===== src/rtl/mem_bank_cfg_writer_pkg.sv =====
// Shared types, defaults and helpers for the memory-bank config writer.
// Used by mem_bank_cfg_writer and its timer.
package mem_bank_cfg_pkg;

  localparam int BL_WIDTH_D     = 40;
  localparam int WL_WIDTH_D     = 4;
  localparam int WL_ADDR_W_D    = 2;
  localparam int SETUP_CYCLES_D = 1;
  localparam int PULSE_CYCLES_D = 2;

  typedef enum logic [1:0] {
    IDLE  = 2'd0,
    SETUP = 2'd1,
    PULSE = 2'd2,
    HOLD  = 2'd3
  } state_t;

  // Timer holds length-1, so clog2 of the longest phase suffices.
  function automatic int timer_w(input int s, input int p);
    int m;
    m = (s > p) ? s : p;
    return (m < 2) ? 1 : $clog2(m);
  endfunction

endpackage


===== src/rtl/mem_bank_cfg_writer_if.sv =====
// Config word stream (valid/ready) into the bank writer.
// MEM_BANK_CFG_PARITY_EN adds an even-parity bit to each word.
interface mem_bank_cfg_writer_if
  import mem_bank_cfg_pkg::*;
#(
  parameter int BL_WIDTH  = BL_WIDTH_D,
  parameter int WL_ADDR_W = WL_ADDR_W_D
) ();

  logic                 cfg_valid;
  logic                 cfg_ready;
  logic [WL_ADDR_W-1:0] cfg_wl_addr;
  logic [BL_WIDTH-1:0]  cfg_bl_data;
  logic                 cfg_last;
`ifdef MEM_BANK_CFG_PARITY_EN
  logic                 cfg_parity;
`endif

  modport master (
    output cfg_valid,
    output cfg_wl_addr,
    output cfg_bl_data,
    output cfg_last,
`ifdef MEM_BANK_CFG_PARITY_EN
    output cfg_parity,
`endif
    input  cfg_ready
  );

  modport slave (
    input  cfg_valid,
    input  cfg_wl_addr,
    input  cfg_bl_data,
    input  cfg_last,
`ifdef MEM_BANK_CFG_PARITY_EN
    input  cfg_parity,
`endif
    output cfg_ready
  );

endinterface


===== src/rtl/mem_bank_cfg_timer.sv =====
// Loadable down-counter with zero flag; stops at zero.
// Times the SETUP and PULSE phases of the bank writer.
module mem_bank_cfg_timer #(
  parameter int W = 1
) (
  input  logic         clk,
  input  logic         rst_n,
  input  logic         load,
  input  logic [W-1:0] load_val,
  output logic         zero
);

  logic [W-1:0] cnt;

  always_ff @(posedge clk) begin
    if (!rst_n) begin
      cnt <= '0;
    end else if (load) begin
      cnt <= load_val;
    end else if (cnt != '0) begin
      cnt <= cnt - W'(1);
    end
  end

  assign zero = (cnt == '0);

endmodule


===== src/rtl/mem_bank_cfg_writer.sv =====
// Memory-bank config writer: BL setup, one-hot WL pulse, hold.
// MEM_BANK_CFG_PARITY_EN enables even-parity checking of words.
module mem_bank_cfg_writer
  import mem_bank_cfg_pkg::*;
#(
  parameter int BL_WIDTH     = BL_WIDTH_D,
  parameter int WL_WIDTH     = WL_WIDTH_D,
  parameter int WL_ADDR_W    = WL_ADDR_W_D,
  parameter int SETUP_CYCLES = SETUP_CYCLES_D,
  parameter int PULSE_CYCLES = PULSE_CYCLES_D
) (
  input  logic                prog_clk,
  input  logic                prog_reset_n,
  mem_bank_cfg_writer_if.slave cfg,
  output logic [BL_WIDTH-1:0] bl_out,
  output logic [WL_WIDTH-1:0] wl_out,
  output logic                busy,
  output logic                done,
  output logic                err
);

  localparam int TW = timer_w(SETUP_CYCLES, PULSE_CYCLES);
  localparam logic [TW-1:0] SETUP_LD = TW'(SETUP_CYCLES - 1);
  localparam logic [TW-1:0] PULSE_LD = TW'(PULSE_CYCLES - 1);

  state_t               state;
  logic [WL_ADDR_W-1:0] addr_q;
  logic                 last_q;
  logic                 bad_q;
  logic                 accept;
  logic                 bad_in;
  logic                 t_load;
  logic [TW-1:0]        t_val;
  logic                 t_zero;

  assign accept        = (state == IDLE) && cfg.cfg_valid;
  assign cfg.cfg_ready = (state == IDLE);
  assign busy          = (state != IDLE);

  always_comb begin
    bad_in = (int'(cfg.cfg_wl_addr) >= WL_WIDTH);
`ifdef MEM_BANK_CFG_PARITY_EN
    bad_in = bad_in |
      (^{cfg.cfg_wl_addr, cfg.cfg_bl_data, cfg.cfg_parity});
`endif
  end

  always_comb begin
    t_load = 1'b0;
    t_val  = SETUP_LD;
    if (accept) begin
      t_load = 1'b1;
      t_val  = SETUP_LD;
    end else if (state == SETUP && t_zero && !bad_q) begin
      t_load = 1'b1;
      t_val  = PULSE_LD;
    end
  end

  mem_bank_cfg_timer #(
    .W (TW)
  ) u_timer (
    .clk      (prog_clk),
    .rst_n    (prog_reset_n),
    .load     (t_load),
    .load_val (t_val),
    .zero     (t_zero)
  );

  always_ff @(posedge prog_clk) begin
    if (!prog_reset_n) begin
      state  <= IDLE;
      bl_out <= '0;
      wl_out <= '0;
      done   <= 1'b0;
      err    <= 1'b0;
      addr_q <= '0;
      last_q <= 1'b0;
      bad_q  <= 1'b0;
    end else begin
      unique case (state)
        IDLE: begin
          if (cfg.cfg_valid) begin
            addr_q <= cfg.cfg_wl_addr;
            last_q <= cfg.cfg_last;
            bad_q  <= bad_in;
            bl_out <= cfg.cfg_bl_data;
            done   <= 1'b0;
            if (bad_in) err <= 1'b1;
            state  <= SETUP;
          end
        end
        SETUP: begin
          if (t_zero) begin
            if (bad_q) begin
              state <= HOLD;
            end else begin
              wl_out <= WL_WIDTH'(1) << addr_q;
              state  <= PULSE;
            end
          end
        end
        PULSE: begin
          if (t_zero) begin
            wl_out <= '0;
            state  <= HOLD;
          end
        end
        HOLD: begin
          if (last_q) done <= 1'b1;
          state <= IDLE;
        end
        default: state <= IDLE;
      endcase
    end
  end

endmodule


===== src/flat_wrapper.sv =====
// flat-port wrapper written by rule: the top's interface ports become plain ports
module mem_bank_cfg_writer_flat import mem_bank_cfg_pkg::*;
#(
  parameter int BL_WIDTH     = BL_WIDTH_D,
  parameter int WL_WIDTH     = WL_WIDTH_D,
  parameter int WL_ADDR_W    = WL_ADDR_W_D,
  parameter int SETUP_CYCLES = SETUP_CYCLES_D,
  parameter int PULSE_CYCLES = PULSE_CYCLES_D
)
  (prog_clk, prog_reset_n, bl_out, wl_out, busy, done, err, cfg_cfg_valid, cfg_cfg_wl_addr, cfg_cfg_bl_data, cfg_cfg_last, cfg_cfg_ready);
  mem_bank_cfg_writer_if #(.BL_WIDTH(BL_WIDTH), .WL_ADDR_W(WL_ADDR_W)) cfg_i ();
  input  logic prog_clk;
  input  logic prog_reset_n;
  output logic [BL_WIDTH-1:0] bl_out;
  output logic [WL_WIDTH-1:0] wl_out;
  output logic busy;
  output logic done;
  output logic err;
  input wire logic [$bits(cfg_i.cfg_valid)-1:0] cfg_cfg_valid;
  input wire logic [$bits(cfg_i.cfg_wl_addr)-1:0] cfg_cfg_wl_addr;
  input wire logic [$bits(cfg_i.cfg_bl_data)-1:0] cfg_cfg_bl_data;
  input wire logic [$bits(cfg_i.cfg_last)-1:0] cfg_cfg_last;
  output wire logic [$bits(cfg_i.cfg_ready)-1:0] cfg_cfg_ready;
  assign cfg_i.cfg_valid = cfg_cfg_valid;
  assign cfg_i.cfg_wl_addr = cfg_cfg_wl_addr;
  assign cfg_i.cfg_bl_data = cfg_cfg_bl_data;
  assign cfg_i.cfg_last = cfg_cfg_last;
  assign cfg_cfg_ready = cfg_i.cfg_ready;
  mem_bank_cfg_writer #(.BL_WIDTH(BL_WIDTH), .WL_WIDTH(WL_WIDTH), .WL_ADDR_W(WL_ADDR_W), .SETUP_CYCLES(SETUP_CYCLES), .PULSE_CYCLES(PULSE_CYCLES)) u_core (.prog_clk(prog_clk), .prog_reset_n(prog_reset_n), .cfg(cfg_i), .bl_out(bl_out), .wl_out(wl_out), .busy(busy), .done(done), .err(err));
endmodule

===== config.mk =====
export PLATFORM = sky130hd
export DESIGN_NAME = mem_bank_cfg_writer_flat
export DESIGN_NICKNAME = d
export VERILOG_FILES = /design/src/rtl/mem_bank_cfg_writer_pkg.sv /design/src/rtl/mem_bank_cfg_writer_if.sv /design/src/rtl/mem_bank_cfg_timer.sv /design/src/rtl/mem_bank_cfg_writer.sv /design/src/flat_wrapper.sv
export SDC_FILE = /design/constraint.sdc
export NUM_CORES = 1
export LEC_CHECK = 0
export ABC_AREA = 1
export BUFFER_PORTS_ARGS = -buffer_cell sky130_fd_sc_hd__buf_2
export CAP_MARGIN = 30
export CORE_ASPECT_RATIO = 1.75
export CORE_MARGIN = 2
export CORE_UTILIZATION = 37
export DETAILED_ROUTE_END_ITERATION = 10
export PLACE_DENSITY = 0.77
export SYNTH_ARGS = -nofsm -noshare
export SYNTH_HDL_FRONTEND = slang
export SYNTH_SLANG_ARGS = --single-unit
export TNS_END_PERCENT = 20

===== constraint.sdc =====
create_clock -name prog_clk -period 3.73 [get_ports prog_clk]
set_input_delay 0 -clock prog_clk [delete_from_list [all_inputs] [get_ports prog_clk]]
set_output_delay 0 -clock prog_clk [all_outputs]
set_load 0.01 [all_outputs]

==> results of run 1 <==
## cells in the mapped netlist
master    instances  area share
and2_0            1      0.0032
a21oi_1           4       0.010
ha_1              5       0.032
buf_2             4       0.010
o21ai_1          30       0.078
inv_2             1      0.0019
nor2_1           95        0.18
nor2_2            1      0.0032
nand2_1          13       0.025
nand3_1           6       0.016
nor3_1            1      0.0026
o21ai_0          14       0.036
clkbuf_1          2      0.0039
inv_1             8       0.016
dfxtp_1          51        0.53
buf_6             4       0.023
or2_2             1      0.0032
buf_4             5       0.019
conb_1            1      0.0019
nand2_2           1      0.0032
## power by group
part           switching (mW)  internal [mW]
clock network           0.173          0.169
registers              0.0866          0.710
logic                   0.460          0.312
total                   0.719           1.19
## cells by family (layout without fill, tap and decap cells)
group                    Yosys count  in the layout  synth area share
buffers and inverters             24            152           0.07429
AND/OR/NAND/NOR                  119            119            0.2403
other                              1              1          0.001936
adder cells (fa/ha/maj)            5              5           0.03230
flip-flops                        51             51            0.5271
AO/OA/AOI/OAI                     48             48            0.1240
## metrics by stage
step                      setup WS [ns]  hold slack, ns
after detailed placement          1.433          0.2431
final                             1.462          0.1315
after CTS                         1.426          0.1372
after global routing              1.232          0.1690
after floorplan                   2.439          0.1201
after global placement            1.522          0.2356
## worst min path at each step
stage                                   end  slack (ns)  cells past startpoint
after floorplan                 u_core.done        0.12                      2
after global placement    u_core.bl_out[12]        0.24                      3
after detailed placement   u_core.bl_out[6]        0.24                      3
after CTS                       u_core.done        0.14                      5
after global routing            u_core.done        0.17                      5
final                           u_core.done        0.13                      5
## registers in the layout, indices dropped and copies added, names as in the netlist
signal and flops:
u_core.addr_q 2, u_core.bl_out 40, u_core.done 1, u_core.last_q 1
u_core.state 2, u_core.u_timer.cnt 1, u_core.wl_out 4
## worst register-to-register path, delay by kind of cell, from the launching register on
family | cells | cell delay [ns]
adders and majority gates | 1 | 0.26
buffers and inverters | 2 | 0.61
DFF | 1 | 0.37
and+or+nand+nor | 3 | 0.93
## layer usage
layer  track usage  up-vias  routed length [um]
met1        0.1617      890                1864
li1              -     1032                   -
met3       0.02731       19                 238
met4        0.1119        0                 206
met5             0        -                   0
met2        0.3189       63                2735
## cell type report
type / count / area, um2
clock buffer: 7 / 96.34
tap: 54 / 67.56
multi-input combinational: 173 / 772.0
clock inverter: 1 / 7.507
timing repair buffer: 135 / 890.9
inverter: 9 / 33.78
sequential: 51 / 1021
fill: 483 / 2131
==> flow_summary.ini, run 1 <==
[status]
outcome = complete, but fails checks
failed_checks = DRC

[layout]
finish.instance_area_um2 = 2889
post_route_cells_drive_above_1_share = 0.2766
final_cell_count_no_fill = 430
antenna-diode-count = 0
mostFrequentLayoutCell = nor2_1
area.growth.synth_to_final_pct = 49.16
final_core_utilization = 0.5755
commonest_non_fill_non_tap_cells_in_the_layout = nor2_1, buf_2, dfxtp_1, dlygate4sd3_1, o21ai_1
finalNetCount = 426

[floorplan]
chipHeight_um = 99.71
placement_rows = 34
floorplan.initialDensity = 0.3858
die_area_um2 = 5852
floorplan.die.width_um = 58.69
core-area_um2 = 5020
pin_count = 94

[setup_path]
timing.reg2reg.setup_slack_ns = 1.46
regToRegStartpoint = u_core.state[0]
worst_path_largest_cell_delay_ns = 0.64
worst-endpoint-required_ns = 3.92
crit_path_start = u_core.state[0]
cp_cell_sequence = inv_1 > ha_1 > nand2_2 > inv_2 > nor2_1 > nor2_1
cpLargestDelayFamily = simple AND/OR/NAND/NOR gates
cp_num_cells = 6
critPathCaptureType = register
critical-path-slowest-cell = nand2_2
timing.critical_path.buf_inv = 2
worstSetupPathType = register to register
worstSetupEndpoint = u_core.bl_out[37]
start_kind = register
worst_r2r_path_depth = 6
worst-path-max-fanout = 48
worstReg2RegEnd = u_core.bl_out[37]
cp_data_arrival_time_ns = 2.46
crit_top_cell = nor2_1

[placement]
dp_hpwl_um = 3231
dp_cells = 379
gpl.final_weighted_congestion = 0.7806
count_of_input_and_output_buffers = 92
placed_area_um2 = 2355

[sta]
finalCritPeriodShare = 0.6081
finalCriticalPeriod_ns = 2.268
max_freq_mhz = 440.9
clock_skew_ns = 0.006032
rsz0062_at_grt = no
max_slew_margin = 0.4306
hold_viol_final = 0
fin_setup_tns_ns = 0
setup_viol = 0
tightest_slew_ns = 0.8511
final_max_slew_viol_count = 0

[run]
timing.max_cap.violations = 0

[grt]
grt_pass1_vias = 1834
global_route.overflow_total = 0
grt_max_degree = 52
global_route_wire_length_before_repair_um = 7686
grt_antenna_before_repair = 0
track_usage = 0.1703

[detailed_routing]
first_pass_iters = 7
detail_route.wl_per_cell_um = 11.73
route.detailed.drc = 4
antenna_left = 0
total_wire_length_after_detailed_routing_um = 5044
viasPerCell = 4.660
detailedRoute.firstIterationViolations = 57
via_count = 2004

[synth]
mappedNetlistArea_um2 = 1937
synth_cells = 248
synth-warning-count = 0
postSynthAreaPerCell_um2 = 7.810
synth.yosys.seq_area_share = 0.5271
synth-seq-cells = 51
synth_nets = 299
synth.lib_cells_used.distinct = 20

[cts]
number_of_post_cts_setup_repair_buffers = 0
cts.root.buffer_cell = clkbuf_8
cts.path.max_buffers = 2
count_of_instances_resized_after_the_clock_tree_is_built = 0
tritoncts = yes
clock_buffers_created_by_tritoncts = 5
cts_hold_buffers = 43
cts.clk_slew.worst_paths_ns = 0.09
deepest_level_of_the_cts_h_tree = 2
cts.sinks = 51
clkLatencyLatePin_ns = 0.30

[pwr]
vdd.ir_drop.worst_mv = 0.4375
powerDensity_nw_per_um2 = 661.1
static-leakage-power_nw = 1.415
finalPower_mw = 1.910

[worst_hold_path]
worst_hold_path_type = primary input to register
hold_path.startpoint = cfg_cfg_valid
No activity file was read; power rests on OpenSTA's default activity.
==> run 2: changes to the inputs <==
--- a/config.mk
+++ b/config.mk
@@ -5,7 +5,7 @@
 export SDC_FILE = /design/constraint.sdc
 export NUM_CORES = 1
 export LEC_CHECK = 0
-export ABC_AREA = 1
+export ABC_AREA = 0
 export BUFFER_PORTS_ARGS = -buffer_cell sky130_fd_sc_hd__buf_2
 export CAP_MARGIN = 30
 export CORE_ASPECT_RATIO = 1.75
==> constraint.sdc (replaced) <==
create_clock -name prog_clk -period 2.1 [get_ports prog_clk]
set_input_delay 0 -clock prog_clk [delete_from_list [all_inputs] [get_ports prog_clk]]
set_output_delay 0 -clock prog_clk [all_outputs]
set_load 0.01 [all_outputs]
==> run 2 against run 1 <==
The flow now finishes without violations. Utilization about the same. Global-route usage increased by 0.18 points. Power increased by 50%. Cell count decreased by 2.3%. Final area increased by 3.8%. Sequential cell count unchanged. Count of clock-buffer cells in the layout unchanged. Non-clock buffer count increased by 4. Clock power increased by 55%. Critical path depth unchanged. Highest routed layer unchanged.
==> flow_summary.ini, run 2 <==
[layout]
commonest_non_fill_non_tap_cells_in_the_layout = nand2_1, buf_2, dfxtp_1, a21boi_0, dlygate4sd3_1
most_flops_register = u_core.bl_out
reg.largest.list = u_core.bl_out (40), u_core.wl_out (4)
post_route_cells_drive_above_1_share = 0.2822
finalNetCount = 415
largest_register_ffs = 40
area.growth.synth_to_final_pct = 50.41
antenna-diode-count = 0
mostFrequentLayoutCell = nand2_1
final.fill_count = 469

[setup_path]
start_kind = register
worst_r2r_path_depth = 6
worst-path-max-fanout = 44
worst_path_largest_cell_delay_ns = 0.40
cp_cell_sequence = inv_1 > ha_1 > and2_1 > buf_4 > nand2_1 > a21boi_0
critical-path-slowest-cell = buf_4
worst-endpoint-required_ns = 2.30
worstSetupPathType = register to register
critPathCaptureType = register
regToRegStartpoint = u_core.state[1]
cp_data_arrival_time_ns = 1.87
timing.reg2reg.setup_slack_ns = 0.43
worstReg2RegEnd = u_core.bl_out[13]
timing.critical_path.buf_inv = 2
cpLargestDelayFamily = buffers and inverters

[detailed_routing]
detail_route.wl_per_cell_um = 12.01
total_wire_length_after_detailed_routing_um = 5045
first_pass_iters = 4
route.detailed.drc = 0
viasPerCell = 4.674
via_count = 1963
antenna_left = 0
detailedRoute.firstIterationViolations = 41

[worst_hold_path]
worst_hold_path_type = primary input to register
hold_path.startpoint = prog_reset_n
hold_end = u_core.u_timer.cnt
min_path_cells = 3

[sta]
clock_skew_ns = 0.006339
final_max_slew_viol_count = 0
finalCriticalPeriod_ns = 1.668
setup_viol = 0
rsz0062_at_grt = no
post-route-worst-setup-slack_ns = 0.4324
fin_setup_tns_ns = 0
finalCritPeriodShare = 0.7941
hold_viol_final = 0
max_freq_mhz = 599.7

[grt]
grt_max_degree = 45
global_route.overflow_total = 0
grt_pass1_vias = 1868
global_route_wire_length_before_repair_um = 7962
grt_antenna_before_repair = 0
track_usage = 0.1721

[pwr]
finalPower_mw = 2.863
static-leakage-power_nw = 1.381
powerDensity_nw_per_um2 = 954.9
vdd.ir_drop.worst_mv = 0.6064

[floorplan]
die_area_um2 = 6013
placement_rows = 35
pin_count = 94
floorplan.initialDensity = 0.3825
chipHeight_um = 101.1
core-area_um2 = 5211
floorplan.die.width_um = 59.48

[synth]
synth-warning-count = 0
synth.yosys.seq_area_share = 0.5122
synthTopCellsByArea = dfxtp_1, nand2_1, a21boi_0
postSynthAreaPerCell_um2 = 8.554
synth_nets = 284
mappedNetlistArea_um2 = 1993
synth.lib_cells_used.distinct = 21
synth-main-ff-cell = dfxtp_1
synth_top_area_frac = 0.5122
synthMostInstantiatedCell = nand2_1
synth_cells = 233
synth_enable_flop_cells = 0
synth.largest_area_cell = dfxtp_1
synth-seq-cells = 51
synth_top_cells_by_count = nand2_1, dfxtp_1, a21boi_0
synth-async-reset-ratio = 0

[cts]
clock_buffers_created_by_tritoncts = 5
cts.clk_slew.worst_paths_ns = 0.09
count_of_instances_resized_after_the_clock_tree_is_built = 0
cts_hold_buffers = 43
tritoncts = yes
number_of_post_cts_setup_repair_buffers = 0
cts.sinks = 51
deepest_level_of_the_cts_h_tree = 2
cts.path.max_buffers = 2
clkLatencyLatePin_ns = 0.29
cts.root.buffer_cell = clkbuf_8

[placement]
count_of_input_and_output_buffers = 92
gpl.final_weighted_congestion = 0.6800
pre_cts_ws_ns = 0.4843
dp_hpwl_um = 3102

[status]
outcome = completed

[run]
timing.max_cap.violations = 0
-- run 2: cell count changes after synthesis, sizes merged, moves of 2 or more --
| cell | before | now |
|---|---|---|
| o21ai | 44 | 2 |
| nand2 | 14 | 96 |
| inv | 9 | 3 |
| buf | 13 | 6 |
| clkbuf | 2 | 9 |
| a21boi | 0 | 47 |
| or4b | 0 | 2 |
| a21oi | 4 | 2 |
| mux2i | 0 | 2 |
| nor2 | 96 | 0 |
| nand3 | 6 | 0 |
-- run 2: kinds of logic (layout without fill, tap and decap cells) --
family	after synthesis	count (layout)	synth area share
simple gates	104	104	0.2128
mux	2	2	0.01004
other cells	1	1	0.001881
flops	51	51	0.5122
compound gates	52	52	0.1927
buf+inv	18	150	0.03892
fa+ha+maj	5	5	0.03139
-- run 2: worst max path at each step --
| stage | endpoint | from | slack, ns | cells after the start |
|---|---|---|---|---|
| floorplan | u_core.addr_q[0] | u_core.state[0] | 0.66 | 6 |
| global placement | u_core.wl_out[2] | u_core.state[0] | 0.57 | 5 |
| detailed placement | u_core.bl_out[21] | u_core.state[1] | 0.48 | 6 |
| CTS | u_core.bl_out[17] | u_core.state[1] | 0.41 | 6 |
| global route | u_core.bl_out[13] | u_core.state[1] | 0.24 | 6 |
| finish | u_core.bl_out[13] | u_core.state[1] | 0.43 | 6 |
-- run 2: final cells by class --
class                      count  area, um2  share of cell area
timing repair buffer         139      920.9              0.3072
clock inverter                 1      5.005            0.001669
sequential                    51       1021              0.3406
multi-input combinational    164      894.6              0.2984
clock buffer                   7      76.32             0.02546
inverter                       3      11.26            0.003756
tap                           55      68.82             0.02295
-- run 2: metrics by stage --
| step | util | std cells | cell area (um2) | hold slack [ns] |
|---|---|---|---|---|
| 2_1_floorplan | - | 233 | 1993 | 0.1449 |
| 3_3_place_gp | 0.4771 | 369 | 2486 | 0.2501 |
| 3_5_place_dp | 0.4771 | 369 | 2486 | 0.2573 |
| 4_1_cts | 0.5753 | 420 | 2998 | 0.1819 |
| 5_1_grt | 0.5753 | 420 | 2998 | 0.2240 |
| 6_report | 0.5753 | 420 | 2998 | 0.1782 |
-- run 2: per-layer routing --
metal | GRT usage | vias up | part of all wire
li1 | - | 1009 | -
met1 | 0.1730 | 882 | 0.40
met2 | 0.3195 | 61 | 0.53
met3 | 0.03338 | 11 | 0.044
met4 | 0.08566 | 0 | 0.027
met5 | 0 | - | 0
-- run 2: worst min-delay path, cell delays in order --
cell	delay, ns
buf_2	0.26
nand2_1	0.13
nor3_1	0.04
-- run 2: report_power, final --
group | internal, mW | leakage (nW) | switching [mW]
logic | 0.435 | 0.921 | 0.625
clock network | 0.234 | 0.0422 | 0.294
registers | 1.16 | 0.418 | 0.110
==> run 3: changes to the inputs <==
==> constraint.sdc (replaced) <==
create_clock -name prog_clk -period 1.55 [get_ports prog_clk]
set_input_delay 0 -clock prog_clk [delete_from_list [all_inputs] [get_ports prog_clk]]
set_output_delay 0 -clock prog_clk [all_outputs]
set_load 0.01 [all_outputs]
==> run 3 against run 2 <==
Utilization grew 1.7 points. Sequential power grew 35%. Count of clock-buffer cells in the layout is the same. Via count grew 1.0%. Clock skew grew 0.0027 ns. Register-to-register slack lost 0.37 ns. Clock power grew 34%.
==> flow_summary.ini, run 3 (synthesis results as in run 2) <==
[floorplan]
placement_rows = 35
pin_count = 94
die_area_um2 = 6013
floorplan.initialDensity = 0.3825
floorplan.die.width_um = 59.48
core-area_um2 = 5211
chipHeight_um = 101.1

[sta]
fin_setup_tns_ns = 0
max_freq_mhz = 674.1
setup_viol = 0
clock_skew_ns = 0.009070
rsz0062_at_grt = yes
final_max_slew_viol_count = 0
finalCriticalPeriod_ns = 1.484
hold_viol_final = 0
finalCritPeriodShare = 0.9571
post-route-worst-setup-slack_ns = 0.06650
fin_worst_hold_slack_ns = 0.1526

[status]
outcome = completed

[setup_path]
cp_data_arrival_time_ns = 1.71
worst_r2r_path_depth = 5
worst-path-max-fanout = 7
start_kind = register
critPathCaptureType = register
worst-endpoint-required_ns = 1.78
worstSetupPathType = register to register

[placement]
pre_cts_ws_ns = 0.04340
placed_area_um2 = 2566
count_of_input_and_output_buffers = 92
gpl.final_weighted_congestion = 0.6801
dp_hpwl_um = 3325
dp_cells = 373

[pwr]
powerDensity_nw_per_um2 = 1314
finalPower_mw = 4.057
vdd.ir_drop.worst_mv = 1.002
static-leakage-power_nw = 1.417

[cts]
number_of_post_cts_setup_repair_buffers = 0
cts.sinks = 51
clock_buffers_created_by_tritoncts = 5
clkLatencyLatePin_ns = 0.29
deepest_level_of_the_cts_h_tree = 2
cts.root.buffer_cell = clkbuf_8
cts.path.max_buffers = 2
cts.clk_slew.worst_paths_ns = 0.09
tritoncts = yes

[detailed_routing]
total_wire_length_after_detailed_routing_um = 5092
antenna_left = 0
viasPerCell = 4.677
first_pass_iters = 4
via_count = 1983
route.detailed.drc = 0
detailedRoute.firstIterationViolations = 34
detail_route.wl_per_cell_um = 12.01

[layout]
mostFrequentLayoutCell = nand2_1
most_flops_register = u_core.bl_out
antenna-diode-count = 0
post_route_cells_drive_above_1_share = 0.3008
commonest_non_fill_non_tap_cells_in_the_layout = nand2_1, buf_2, dfxtp_1, a21boi_0, dlygate4sd3_1
finalNetCount = 419
finish.instance_area_um2 = 3087
final_cell_count_no_fill = 424
reg.largest.list = u_core.bl_out (40), u_core.wl_out (4)
final.fill_count = 463
largest_register_ffs = 40
area.growth.synth_to_final_pct = 54.86
final_core_utilization = 0.5923

[grt]
grt_max_degree = 28
grt_busiest_layer = met2
grtUsageMet2 = 0.3440
global_route.overflow_total = 0
track_usage = 0.1761
global_route_wire_length_before_repair_um = 8128
grt_pass1_vias = 1923
grt_antenna_before_repair = 0
gr-usage-met3 = 0.03338
groute.layer.met1.usage = 0.1671

[worst_hold_path]
worst_hold_path_type = primary input to register
min_path_cells = 3

[run]
timing.max_cap.violations = 0
run 3: changes by cell type in the layout (fill, tap and decap cells not counted), sizes merged:
cell | before | now
buf | 96 | 100
run 3: repair_timing:
action / CTS / global route
setup endpoints to repair: 0 / 46
resized for setup: 0 / 5
hold buffers: 43 / 0
endpoints found under the hold margin: 43 / 0
run 3: critical path, stage by stage (launching register included):
cell	delay (ns)
dfxtp_1	0.32
inv_1	0.11
ha_2	0.25
o21bai_2	0.11
or4b_1	0.48
a21boi_1	0.15
run 3: final timing paths:
check                          start                 end  slack, ns
setup / recovery     u_core.state[0]    u_core.wl_out[1]       0.07
hold / removal          prog_reset_n  u_core.u_timer.cnt       0.15
setup reg to reg     u_core.state[0]    u_core.wl_out[1]       0.07
hold reg to reg   u_core.u_timer.cnt  u_core.u_timer.cnt       0.45
run 3: per-layer routing:
layer  vias up  part of all wire
met2        59              0.55
li1       1016                 -
met4         0             0.018
met5         -                 0
met1       902              0.38
met3         6             0.046
run 3: cell type report:
type | instances | area (um2) | area share
Inverter | 3 | 11.26 | 0.003648
Tap cell | 55 | 68.82 | 0.02229
Clock inverter | 1 | 5.005 | 0.001621
Clock buffer | 7 | 76.32 | 0.02473
Timing Repair Buffer | 143 | 1001 | 0.3243
Multi-Input combinational cell | 164 | 903.4 | 0.2927
Sequential cell | 51 | 1021 | 0.3308
run 3: power by group:
| part | leakage (nW) | internal [mW] | switching (mW) |
|---|---|---|---|
| Sequential | 0.418 | 1.58 | 0.136 |
| Clock | 0.0422 | 0.317 | 0.392 |
| Combinational | 0.957 | 0.750 | 0.887 |
